### config.mk
export PLATFORM = sky130hd
export DESIGN_NAME = rr_mux_sel_arbiter
export DESIGN_NICKNAME = d
export VERILOG_FILES = /design/src/rtl/rr_mux_sel_arbiter.sv
export SDC_FILE = /design/constraint.sdc
export NUM_CORES = 1
export LEC_CHECK = 0
export BUFFER_PORTS_ARGS = -buffer_cell sky130_fd_sc_hd__clkbuf_2
export CAP_MARGIN = 15
export CELL_PAD_IN_SITES_DETAIL_PLACEMENT = 0
export CELL_PAD_IN_SITES_GLOBAL_PLACEMENT = 1
export CORE_MARGIN = 5
export CORE_UTILIZATION = 36
export CTS_BUF_LIST = sky130_fd_sc_hd__clkbuf_4 sky130_fd_sc_hd__clkbuf_8
export CTS_CLUSTER_SIZE = 16
export DETAILED_ROUTE_END_ITERATION = 16
export PLACE_DENSITY_LB_ADDON = 0.1
export SLEW_MARGIN = 0
export SYNTH_ARGS = -nofsm -noshare
export SYNTH_HDL_FRONTEND = slang
export SYNTH_SLANG_ARGS = --single-unit
### constraint.sdc
create_clock -name clk -period 1.85 [get_ports clk]
set_input_delay 0.185 -clock clk [delete_from_list [all_inputs] [get_ports clk]]
set_output_delay 0.185 -clock clk [all_outputs]
set_load 0.03 [all_outputs]
### src/rtl/rr_mux_sel_arbiter.sv
// rtl/rr_mux_sel_arbiter.sv - round-robin arbiter driving a 4:1 mux select
// Optional: define RR_LOCK_EN to add the lock input that suspends the hold limit.
module rr_mux_sel_arbiter #(
    parameter int MAX_HOLD = 4,
    parameter int CNT_W    = 8
) (
    input  logic       clk,
    input  logic       rst,
    input  logic [3:0] req,
`ifdef RR_LOCK_EN
    input  logic       lock,
`endif
    output logic [1:0] sel,
    output logic [3:0] grant,
    output logic       valid
);

    typedef enum logic {
        S_IDLE  = 1'b0,
        S_GRANT = 1'b1
    } state_t;

    localparam logic [CNT_W-1:0] HOLD_LAST = CNT_W'(MAX_HOLD - 1);

    state_t           r_state;
    logic [1:0]       r_sel;
    logic [3:0]       r_grant;
    logic             r_valid;
    logic [CNT_W-1:0] r_hold_cnt;
    logic [1:0]       r_last;

    state_t           w_state_nxt;
    logic [1:0]       w_sel_nxt;
    logic [3:0]       w_grant_nxt;
    logic             w_valid_nxt;
    logic [CNT_W-1:0] w_cnt_nxt;
    logic [1:0]       w_last_nxt;

    logic [1:0]       w_win;
    logic [1:0]       w_idx;
    logic             w_found;
    logic             w_any;
    logic             w_at_limit;
    logic             w_lock_hold;
    logic             w_release;

    // Scan starts just after the last winner, so it gets lowest priority.
    always_comb begin
        w_win   = r_last;
        w_idx   = r_last;
        w_found = 1'b0;
        for (int i = 1; i <= 4; i++) begin
            w_idx = r_last + 2'(i);
            if (!w_found && req[w_idx]) begin
                w_win   = w_idx;
                w_found = 1'b1;
            end
        end
    end

    assign w_any      = |req;
    assign w_at_limit = (r_hold_cnt == HOLD_LAST);

`ifdef RR_LOCK_EN
    assign w_lock_hold = lock && req[r_sel];
`else
    assign w_lock_hold = 1'b0;
`endif

    assign w_release = !req[r_sel] || (w_at_limit && !w_lock_hold);

    always_ff @(posedge clk) begin
        if (rst) begin
            r_state    <= S_IDLE;
            r_sel      <= 2'b00;
            r_grant    <= 4'b0000;
            r_valid    <= 1'b0;
            r_hold_cnt <= '0;
            r_last     <= 2'b11;
        end else begin
            r_state    <= w_state_nxt;
            r_sel      <= w_sel_nxt;
            r_grant    <= w_grant_nxt;
            r_valid    <= w_valid_nxt;
            r_hold_cnt <= w_cnt_nxt;
            r_last     <= w_last_nxt;
        end
    end

    always_comb begin
        w_state_nxt = r_state;
        w_sel_nxt   = r_sel;
        w_grant_nxt = r_grant;
        w_valid_nxt = r_valid;
        w_cnt_nxt   = r_hold_cnt;
        w_last_nxt  = r_last;
        case (r_state)
            S_IDLE: begin
                if (w_any) begin
                    w_state_nxt = S_GRANT;
                    w_sel_nxt   = w_win;
                    w_grant_nxt = 4'b0001 << w_win;
                    w_valid_nxt = 1'b1;
                    w_cnt_nxt   = '0;
                    w_last_nxt  = w_win;
                end
            end
            S_GRANT: begin
                if (w_release && w_any) begin
                    w_sel_nxt   = w_win;
                    w_grant_nxt = 4'b0001 << w_win;
                    w_valid_nxt = 1'b1;
                    w_cnt_nxt   = '0;
                    w_last_nxt  = w_win;
                end else if (w_release) begin
                    // sel is left alone so the mux output stays stable while idle
                    w_state_nxt = S_IDLE;
                    w_grant_nxt = 4'b0000;
                    w_valid_nxt = 1'b0;
                    w_cnt_nxt   = '0;
                end else if (!w_at_limit) begin
                    w_cnt_nxt   = r_hold_cnt + CNT_W'(1);
                end
            end
            default: begin
                w_state_nxt = S_IDLE;
                w_grant_nxt = 4'b0000;
                w_valid_nxt = 1'b0;
                w_cnt_nxt   = '0;
            end
        endcase
    end

    always_comb begin
        sel   = r_sel;
        grant = r_grant;
        valid = r_valid;
    end

endmodule

---- Yosys cells after proc, flatten, opt, wreduce, memory -nomap -nowiden ----
Index checks and enable logic that the tools add are counted.
operators by class
  $add $sub $neg .......................... 4
  magnitude comparators ................... 5
  eq/ne operators ......................... 5
  shifts and indexed selects .............. 1
  mux-type cells .......................... 37
  bitwise logic cells ..................... 1
  reduce and logical (&&, ||, !) cells .... 13
operators by type and width
  kind                                                                           number
  8-bit two-way mux                                                              4
  8-bit case mux with 2 select lines                                             1
  2-bit by 3-bit less-than comparator with 1-bit output (second input constant)  5
  1-bit two-way mux                                                              14
  2-bit two-way mux                                                              6
  4-bit two-way mux                                                              3
  1-bit binary-select mux with 2-bit select                                      5
  8-bit by 1-bit adder with 8-bit output (second input constant)                 1
  8-bit by 2-bit equality test with 1-bit output (second input constant)         1
  4-bit case mux with 2 select lines                                             1
  2-bit AND reduction                                                            3
  2-bit adder (second input constant)                                            2
  1-bit logical AND                                                              4
  1-bit logical NOT                                                              4
  4-bit by 2-bit != test with 1-bit output (second input constant)               1
  1-bit case mux with 2 select lines                                             2
  2-bit case mux with 2 select lines                                             1
  4-bit OR reduction                                                             1
  1-bit by 2-bit left shift with 4-bit output (first input constant)             1
  3-bit by 1-bit != test with 1-bit output (second input constant)               1
  2-bit by 1-bit adder with 2-bit output (second input constant)                 1
  2-bit by 1-bit != test with 1-bit output (second input constant)               1
  2-bit != test (second input constant)                                          1
  1-bit logical OR                                                               1
  1-bit inverter                                                                 1
storage, ports and cells
  bits in registers ....................... 18
  bits of input ports ..................... 6
  output and inout port bits .............. 7
  logic and storage cells ................. 72

---- Longest topological paths before layout ----
  word-level depth ........................ 16
  gate-level depth with buffers ........... 7
  mapped depth without buffers ............ 6

---- Worst setup path before layout ----
OpenSTA, ideal clock, no wires.
  path kind ............................... register to register
  from .................................... reg r_hold_cnt[0]
  to ...................................... reg r_grant[0], in the netlist grant[0]
  setup time .............................. 0.117 ns
  arrival ................................. 1.781 ns
  required time ........................... 1.733 ns
  slack ................................... -0.048 ns
  stages on the path, launching flop included .. 7
  path buffers ............................ 0
  clock period less this slack ............ 1.898 ns
  cells stage by stage .................... dfxtp_1 ha_1 or4b_4 nor4_4 nor2_2 o21a_1 a22o_1
between the ends
  cells in the longest elaborated chain, start to end .. 5
  elaborated cells between the ends (all ways) .. 7
  those cells by class .................... 2 x eq/ne; 2 x mux; 3 x reduce/logical
RTL lines
  element                                                                        RTL line  RTL
  start: declaration                                                             29        logic [CNT_W-1:0] r_hold_cnt;
  start signal: assignment                                                       85        r_hold_cnt <= w_cnt_nxt;
  8-bit by 2-bit equality test with 1-bit output (*)                             62        assign w_at_limit = (r_hold_cnt == HOLD_LAST);
  1-bit logical OR (*)                                                           70        assign w_release = !req[r_sel] || (w_at_limit && !w_lock_hold);
  1-bit logical AND                                                              109       if (w_release && w_any) begin
  4-bit two-way mux or 3-bit by 1-bit != test with 1-bit output (tied branches)  n/a
  4-bit case mux with 2 select lines or 2-bit AND reduction (tied branches)      n/a
  end signal: assignment                                                         83        r_grant <= w_grant_nxt;
  end: declaration                                                               27        logic [3:0] r_grant;
Every way passes the cells marked *; elsewhere a longest branch is shown, timed or not.
A chain may end at the register's enable or synchronous reset.

---- Worst setup path after layout ----
Ends and elaborated chain as after synthesis.

==> impl_metrics.yaml <==
sta:
  fin_worst_skew_ns: 0.00647
  whs_ns: 0.292
  finalHoldViolations: 0
  period_share_pct: 102
  fin_crit_ns: 1.88
  grt_setup_unrepaired: "true"
  worstMarginPinSlew_ns: 0.579
  relSlewSlack_pct: 61.4
  max_freq_ghz: 0.533
  setup_viol: 2
  drv_slew: 0
  setup_ws_ns: -0.0279
clock_tree:
  htree_levels: 1
  clk_latency_ns: 0.28
  clkSinkCount: 18
  clock_path_buffers: 2
  cts_buffers: 3
  cts_root_buffer: "clkbuf_4"
  path_clk_slew_ns: 0.10
  cts_tree: "yes"
yosys:
  ys_seq_area_share_pct: 39.4
  ys_warn_count: 0
  avgSynthCellArea_um2: 8.55
  synthFlopType: "dfxtp_1"
  synth_cell_types: 36
  syn_inst: 107
  synth_nets: 114
  synth_edf_count: 0
  post_synth_instance_area_um2: 915
  ys_ff_latch: 18
  synthArstFlopShare_pct: 0
power_and_ir_drop:
  powerDensity_mw_per_mm2: 794
  ir_drop_mv: 0.542
  cellLeakagePower_nw: 0.471
global_routing:
  grt_pass1_vias: 827
  grt_util_all_layers_pct: 14.4
  antenna_found_initial: 0
  grt-ovfl-total: 0
  grt_pass1_wl_um: 3990
  grt_max_degree: 16
routing:
  viasPerCell: 5.41
  ant_nets: 0
  num_vias: 887
  route.detailed.drc: 0
  wl_per_cell_um: 14.3
  wl_um: 2340
  drt_pass1_iterations: 4
  first_iter_violations: 39
floorplan:
  dieArea_mm2: 0.00365
  die_height_um: 60.4
  core_mm2: 0.00245
  io_pins: 13
  initial_utilization_pct: 37.3
  dieWidth_um: 60.4
  rows: 18
worst_setup_path:
  slowest_stage: "or4b_4"
  crit_path_start_kind: "flop"
  crit_type: "flop to flop"
  max_stage_delay_ns: 0.46
  crit_path_end_kind: "flop"
  critPathRequiredTime_ns: 2.03
  cp_max_fo: 4
  cp_cell_sequence: "ha_4 > or4b_4 > nor4_4 > nor2_4 > o21a_1 > a22o_1"
  cp.arrival_ns: 2.05
cells_and_area:
  fin_nets: 143
  syn_to_final_growth_pct: 31.5
  antennaDiodeCount: 0
  drive_gt1_share_pct: 37.3
placement:
  pre_cts_ws_ns: -0.0423
  hpwl_um: 1790
  place_congestion: 0.782
  portBuffers: 12
status:
  outcome: "finished with violations"
  violations: "negative setup slack"
min_path:
  hold_class: "input port to flop"
flow_run:
  maxCapViolCount: 0
flip-flops by register name (all words and copies together) (netlist names):
signal	cells
valid	1
grant	4
r_state	1
sel	2
r_last	2
r_hold_cnt	8
area by class of cell:
cell class                 count  area (um2)
tap                           30        37.5
multi-input combinational     81         581
timing repair buffer          28         184
inverter                       4        15.0
sequential                    18         363
clock buffer                   3        22.5
fill                         236        1250
repair_timing:
action,4_1_cts,5_1_grt
endpoints found under the setup margin,11,16
hold buffers,0,0
setup buffers,2,1
cloned,0,0
pin swaps,1,5
gates resized for setup,3,12
kinds of logic after synthesis:
logic type / Yosys count / synth area share (%)
adder cells (fa/ha/maj): 1 / 1.37
AND/OR/NAND/NOR: 48 / 30.1
buffers and inverters: 8 / 4.10
multiplexers: 3 / 3.28
AO/OA/AOI/OAI: 29 / 21.8
flip-flops: 18 / 39.4
per-layer routing:
| layer | vias up | part of all wire (%) | GRT usage [%] |
|---|---|---|---|
| met5 | - | 0 | 0 |
| met4 | 0 | 0.81 | 4.75 |
| met3 | 2 | 4.9 | 2.34 |
| met2 | 20 | 43 | 20.5 |
| met1 | 414 | 51 | 21.8 |
| li1 | 451 | - | - |
synthesized netlist by cell type, types with 3 or more instances:
master | number | area, um2
a21oi_1 | 9 | 45.0
clkbuf_1 | 3 | 11.3
nand3_1 | 9 | 45.0
inv_1 | 4 | 15.0
o21ai_0 | 3 | 15.0
nor2_1 | 7 | 26.3
nand2_1 | 8 | 30.0
mux2i_1 | 3 | 30.0
nor3_1 | 5 | 25.0
a31oi_1 | 5 | 31.3
or3_1 | 4 | 25.0
dfxtp_1 | 18 | 360
final timing paths:
path / startpoint / end / cells past startpoint / slack, ns
worst max register to register: r_hold_cnt[0]$_SDFFE_PP0P_ / grant[0]$_SDFFE_PP0P_ / 6 / -0.03
worst min register to register: valid$_SDFFE_PP0P_ / valid$_SDFFE_PP0P_ / 2 / 0.48
worst min-delay path: rst / sel[1]$_SDFFE_PP0P_ / 2 / 0.29
worst max-delay path: r_hold_cnt[0]$_SDFFE_PP0P_ / grant[0]$_SDFFE_PP0P_ / 6 / -0.03
power breakdown:
part | leakage [nW] | switching (mW) | internal, mW
Sequential | 0.148 | 0.0336 | 0.423
Combinational | 0.309 | 0.182 | 0.131
Clock | 0.0138 | 0.111 | 0.0754
Total | 0.471 | 0.326 | 0.629
cell usage in the layout (no fill, tap or decap), drive strengths merged:
cell type  instances
clkbuf            15
or4b               1
nand3              9
a22oi              1
or3b               1
nor2b              1
a221o              1
o22a               1
o21ai              5
nor2               9
a21oi              9
or4                1
nor3               6
and2               1
and3               1
buf               16
a31oi              5
o22ai              1
inv                4
mux2i              3
o21a               1
nand2              8
a22o               2
o221a              1
ha                 1
or2                2
nor4               2
dfxtp             18
a32o               2
or3                4
nand2b             2
stage by stage:
stage / cell area (um2) / utilization [%] / instances / power [mW] / TNS (ns)
after floorplan: 923 / - / 107 / 0.646 / -0.0379
after global placement: 1110 / 45.3 / 160 / 0.737 / 0
after detailed placement: 1110 / 45.3 / 160 / 0.743 / -0.0962
after CTS: 1170 / 47.5 / 165 / 0.936 / -0.0344
after global routing: 1200 / 49.0 / 164 / 1.01 / -1.27
final: 1200 / 49.0 / 164 / 0.955 / -0.0437
critical path: cells and delay by family, from the launching register on:
kind	cells	cell delay, ns
adder cells (fa/ha/maj)	1	0.13
flip-flops	1	0.37
AND/OR/NAND/NOR	3	0.80
AO/OA/AOI/OAI	2	0.48
Power figures use the tool's default switching activity.
